--- config.mk ---
export PLATFORM = sky130hd
export DESIGN_NAME = display_scan_ctrl
export DESIGN_NICKNAME = d
export VERILOG_FILES = /design/src/rtl/display_scan_ctrl.sv
export SDC_FILE = /design/constraint.sdc
export NUM_CORES = 1
export LEC_CHECK = 0
export CORE_UTILIZATION = 40
export CTS_CLUSTER_SIZE = 12
export DETAILED_ROUTE_END_ITERATION = 10
export HOLD_SLACK_MARGIN = 0.06
export PLACE_DENSITY = 0.68
export SYNTH_ARGS = -nofsm -noshare
export SYNTH_HDL_FRONTEND = slang
export SYNTH_SLANG_ARGS = --single-unit
--- constraint.sdc ---
create_clock -name clk -period 3.4 [get_ports clk]
set_input_delay 0.68 -clock clk [delete_from_list [all_inputs] [get_ports clk]]
set_output_delay 0.68 -clock clk [all_outputs]
set_load 0.05 [all_outputs]
--- src/rtl/display_scan_ctrl.sv ---
// Multiplexed display scanner: steps through NUM_DIGITS digits with a dead
// gap between them, double-buffers the digit data so a frame never tears,
// and applies per-digit blanking and leading-zero suppression.
module display_scan_ctrl #(
  parameter int NUM_DIGITS    = 8,
  parameter int REFRESH_DIV   = 100000,
  parameter int DEAD_CYCLES   = 16,
  parameter int AN_ACTIVE_LOW = 1
) (
  input  logic                          clk,
  input  logic                          reset_n,
  input  logic [4*NUM_DIGITS-1:0]       data_in,
  input  logic                          load,
  input  logic [NUM_DIGITS-1:0]         dp_in,
  input  logic [NUM_DIGITS-1:0]         blank_mask,
  input  logic                          lz_en,
  output logic [NUM_DIGITS-1:0]         anode,
  output logic [3:0]                    nibble,
  output logic                          dp,
  output logic [$clog2(NUM_DIGITS)-1:0] digit_idx,
  output logic                          frame_tick
);

  localparam int IDX_W   = $clog2(NUM_DIGITS);
  localparam int CNT_MAX = (REFRESH_DIV > DEAD_CYCLES) ? REFRESH_DIV : DEAD_CYCLES;
  localparam int CNT_W   = (CNT_MAX > 1) ? $clog2(CNT_MAX) : 1;

  localparam logic [CNT_W-1:0]      DRV_LAST  = CNT_W'(REFRESH_DIV - 1);
  localparam logic [CNT_W-1:0]      DEAD_LAST = CNT_W'((DEAD_CYCLES > 0) ? DEAD_CYCLES - 1 : 0);
  localparam logic [IDX_W-1:0]      IDX_LAST  = IDX_W'(NUM_DIGITS - 1);
  // Anode vector with every digit disabled, in the configured polarity.
  localparam logic [NUM_DIGITS-1:0] AN_OFF    = {NUM_DIGITS{AN_ACTIVE_LOW != 0}};

  typedef enum logic {S_DRIVE, S_DEAD} state_e;

  state_e                  state_q;
  logic [CNT_W-1:0]        cnt_q;
  logic [IDX_W-1:0]        idx_q;

  logic [4*NUM_DIGITS-1:0] pend_q, shad_q;
  logic [NUM_DIGITS-1:0]   pend_dp_q, shad_dp_q;
  logic                    pend_flag_q;
  logic                    slot_blank_q;

  logic [IDX_W-1:0]        idx_nxt;
  logic                    adv, wrap, xfer;
  logic [NUM_DIGITS-1:0]   lz_cand;
  logic                    blank_now, blank_eff;
  logic [NUM_DIGITS-1:0]   sel_oh;

  // Scan advance / frame wrap detection; the wrap to digit 0 is the only
  // point where the shadow may change, so a frame is always consistent.
  always_comb begin
    idx_nxt = (idx_q == IDX_LAST) ? '0 : idx_q + IDX_W'(1);
    adv     = ((state_q == S_DRIVE) && (cnt_q == DRV_LAST) && (DEAD_CYCLES == 0)) ||
              ((state_q == S_DEAD)  && (cnt_q == DEAD_LAST));
    wrap    = adv && (idx_q == IDX_LAST);
    xfer    = wrap && pend_flag_q;
  end

  // Scan FSM: DRIVE for REFRESH_DIV cycles, then DEAD (skipped when zero).
  always_ff @(posedge clk or negedge reset_n) begin
    if (!reset_n) begin
      state_q <= S_DRIVE;
      cnt_q   <= '0;
      idx_q   <= '0;
    end else begin
      case (state_q)
        S_DRIVE: begin
          if (cnt_q == DRV_LAST) begin
            cnt_q <= '0;
            if (DEAD_CYCLES == 0) idx_q   <= idx_nxt;
            else                  state_q <= S_DEAD;
          end else begin
            cnt_q <= cnt_q + CNT_W'(1);
          end
        end
        S_DEAD: begin
          if (cnt_q == DEAD_LAST) begin
            cnt_q   <= '0;
            state_q <= S_DRIVE;
            idx_q   <= idx_nxt;
          end else begin
            cnt_q <= cnt_q + CNT_W'(1);
          end
        end
        default: begin
          state_q <= S_DRIVE;
          cnt_q   <= '0;
        end
      endcase
    end
  end

  // Pending/shadow double buffer. A load on the transfer edge lands in
  // pending while the shadow takes the older pending value.
  always_ff @(posedge clk or negedge reset_n) begin
    if (!reset_n) begin
      pend_q      <= '0;
      pend_dp_q   <= '0;
      pend_flag_q <= 1'b0;
      shad_q      <= '0;
      shad_dp_q   <= '0;
    end else begin
      if (xfer) begin
        shad_q    <= pend_q;
        shad_dp_q <= pend_dp_q;
      end
      if (load) begin
        pend_q      <= data_in;
        pend_dp_q   <= dp_in;
        pend_flag_q <= 1'b1;
      end else if (xfer) begin
        pend_flag_q <= 1'b0;
      end
    end
  end

  // Leading-zero candidates: this nibble and every higher one are zero and
  // no decimal point is requested here. Digit 0 always shows.
  always_comb begin
    logic run;
    run     = 1'b1;
    lz_cand = '0;
    for (int i = NUM_DIGITS - 1; i >= 0; i--) begin
      run        = run & (shad_q[4*i +: 4] == 4'd0);
      lz_cand[i] = run & ~shad_dp_q[i];
    end
    lz_cand[0] = 1'b0;
  end

  // Blank decision is sampled at the first cycle of a slot and held, so
  // live blank_mask / lz_en changes never cut a slot short.
  always_comb begin
    blank_now = blank_mask[idx_q] | (lz_en & lz_cand[idx_q]);
    blank_eff = (cnt_q == '0) ? blank_now : slot_blank_q;
    sel_oh    = {{(NUM_DIGITS-1){1'b0}}, 1'b1} << idx_q;
  end

  // Registered outputs, one cycle behind the FSM state and index.
  always_ff @(posedge clk or negedge reset_n) begin
    if (!reset_n) begin
      anode        <= AN_OFF;
      nibble       <= 4'd0;
      dp           <= 1'b0;
      digit_idx    <= '0;
      frame_tick   <= 1'b0;
      slot_blank_q <= 1'b0;
    end else begin
      frame_tick <= xfer;
      digit_idx  <= idx_q;
      if (state_q == S_DRIVE) begin
        slot_blank_q <= blank_eff;
        if (blank_eff) begin
          anode  <= AN_OFF;
          nibble <= 4'd0;
          dp     <= 1'b0;
        end else begin
          anode  <= AN_OFF ^ sel_oh;
          nibble <= shad_q[4*idx_q +: 4];
          dp     <= shad_dp_q[idx_q];
        end
      end else begin
        anode  <= AN_OFF;
        nibble <= 4'd0;
        dp     <= 1'b0;
      end
    end
  end

endmodule

==> reports/summary.txt <==
status: complete, no violations
most frequent cells after synthesis: dfrtp_1, mux2_2, mux2_1, nand2_1, nor2_1
Initial Util: 41.28%
# hold bufs at CTS: 0
Final setup viols: 0
Yosys top cell by area: dfrtp_1
H-tree levels: 4
core box area: 12,670 µm²
WL per Instance: 15.82 µm
register bit total from synthesis: 120
fin crit period: 2459 ps
first-pass GRT wire length: 16,620 µm
Worst Setup End Kind: flop
Setup Buffers After CTS: 0
post-layout util: 52.44%
setup_tns: 0 ps
WL met2: 4624 µm
clk buf depth: 2
crit path cell chain: buf_4 -> mux4_1 -> mux2_4 -> nor4_4 -> o2111ai_2 -> a221oi_1
Syn. warnings: 0
clock root cell: clkbuf_16
Max Cap Viol: 0
Reg2Reg Depth: 6
measured slew at the worst slew-check pin: 910.8 ps
CTS clock-pin slew for the worst setup and hold paths: 60 ps
CP peak stage delay: 610 ps
Cell Area, Synth: 5230 µm²
Synth Flop Type: dfrtp_1
fin crit share: 72.33%
post-synthesis sequential area ratio: 57.61%
diode count: 0
PostCTS Resize Cnt: 0
Final WS setup: 940.9 ps
Avg Vias per Cell: 5.154
Req. time, crit path: 3690 ps
LEAKAGE: 2.956 nW
Final GP Congestion: 0.8383
top cell type's share of synthesized area: 53.59%
drt total wl: 10,080 µm
RSZ-0062 raised after global routing: no
Area Overhead vs Synth: 27.06%
critical path fanouts, max: 22
Worst-Skew Late Latency: 410 ps
VDD IR max: 341.9 µV
final hold violations: 0
DR iter-0 viols: 105
CTS tree: yes
DIE AREA: 13,540 µm²
# clock sinks: 120
worst r2r src: idx_q[0]
Fmax: 406.7 MHz
Overflow after GRT: 0
M1 wire length: 4751 µm
Synth area leaders: dfrtp_1, mux2_2, mux2_1, dfstp_2, mux4_2
Hold/Removal Path Class: in2async
Residual DRC: 0
port bufs: 68
largest net degree at the start of global routing: 64
total track usage: 16.37%
cell at the slowest stage of the critical path: mux4_1
Top Layer Used: met4
Crit Path Class: reg2reg
drt first pass iters: 4
most common cell in the netlist: dfrtp_1
endpoint arrival time on the critical path: 2750 ps
chip height: 116.3 µm
Site Rows: 41
dpl hpwl: 7057 µm
r2r setup slk: 940 ps
post-placement setup slack: 652.7 ps
cts bufs inserted: 17
Synth Instances: 379
layout cell share with drive strength beyond 1: 21.72%
clock skew: 8.233 ps
initial antenna violation count: 0
Nets: 513
relative slew slack: 39.28%
power density cells: 503.4 nW/µm²
EDFF count, synth: 0
CP Launch Type: flop
worst reg2reg path endpoint: nibble[2]
Synth Net Count: 439
Syn Area/Cell: 13.80 µm²
max-slew violation count: 0
routed vias: 3,283
I/O pin count: 69
post-route ant nets: 0
vias in the first global route: 3,276
unique cell type count in the Yosys netlist: 46
placed cells: 606
ys async rst share: 100.0%
Die X: 116.3 µm
Final Non-Filler Cells: 637
DR WL met3: 512 µm
## per-stage QoR
step | hold WS (ps) | instance area, µm² | total power [mW]
6_report | 328.0 | 6645 | 3.345
5_1_grt | 387.6 | 6645 | 3.467
4_1_cts | 364.8 | 6645 | 3.380
3_5_place_dp | 369.4 | 6082 | 1.696
3_3_place_gp | 361.7 | 6082 | 1.690
2_1_floorplan | 384.4 | 5230 | 1.585
## metal layers
metal  vias to the layer above  global-route usage [%]
li1                       1528                       -
met1                      1638                   21.26
met2                       103                   25.48
met3                        14                   4.619
met4                         0                   7.521
met5                         -                       0
## layout by cell type (no fill, tap or decap), types with 3 or more instances in the layout
cell type,instances
dfrtp_1,112
clkdlybuf4s50_1,66
mux2_2,41
mux2_1,39
nand2_1,23
nor2_1,22
clkbuf_16,17
o211ai_1,9
inv_1,8
xnor2_1,8
ha_1,8
dfstp_2,8
nand3_1,7
xor2_1,7
mux4_2,7
or4_1,6
clkinvlp_4,6
nor4_1,5
nand4_1,5
nor3_1,4
a21oi_1,4
a221oi_1,4
buf_4,4
nand2b_1,3
mux4_1,3
o21ai_0,3
clkinv_4,3
## how the worst max path moves through the flow
stage	from	endpoint	slack, ps	depth (start not counted)
2_1_floorplan	blank_mask[3]	nibble[0]	1220	5
3_5_place_dp	blank_mask[3]	nibble[2]	650	6
5_1_grt	idx_q[0]	nibble[2]	760	6
6_report	idx_q[0]	nibble[2]	940	6
4_1_cts	idx_q[0]	nibble[2]	940	6
3_3_place_gp	blank_mask[3]	nibble[1]	720	6
## worst max-delay path: cells and delay by family (launching register included)
family / cells / cell delay (ps)
compound gates: 2 / 580
mux: 2 / 910
flops: 1 / 340
simple gates: 1 / 190
buf+inv: 1 / 320
## where the power goes
part / switching [mW] / total [mW] / internal (mW)
Sequential: 0.0264 / 1.51 / 1.48
Clock: 0.656 / 1.68 / 1.02
Combinational: 0.0608 / 0.160 / 0.0995
Total: 0.743 / 3.35 / 2.60
## final cells by class
type                       instances  area [µm²]
fill                            1092        6026
sequential                       120        3013
multi-input combinational        233        2105
timing repair buffer              72       715.7
clock buffer                      18       439.2
tap                              172       215.2
clock inverter                    13       123.9
inverter                           9       33.78
## logic make-up after synthesis
| group | after synthesis | synth area share [%] |
|---|---|---|
| simple gates | 86 | 8.876 |
| flops | 120 | 57.61 |
| compound gates | 31 | 4.521 |
| fa+ha+maj | 8 | 1.914 |
| buf+inv | 26 | 2.153 |
| xor+xnor | 15 | 2.512 |
| mux | 93 | 22.42 |
## sequential cells by signal, indices dropped and copies added, names as in the netlist, 3 cells and up
name	cells
pend_dp_q	8
nibble	4
pend_q	32
digit_idx	3
anode	8
shad_q	32
shad_dp_q	8
idx_q	3
cnt_q	17
No activity file was read; power rests on OpenSTA's default activity.
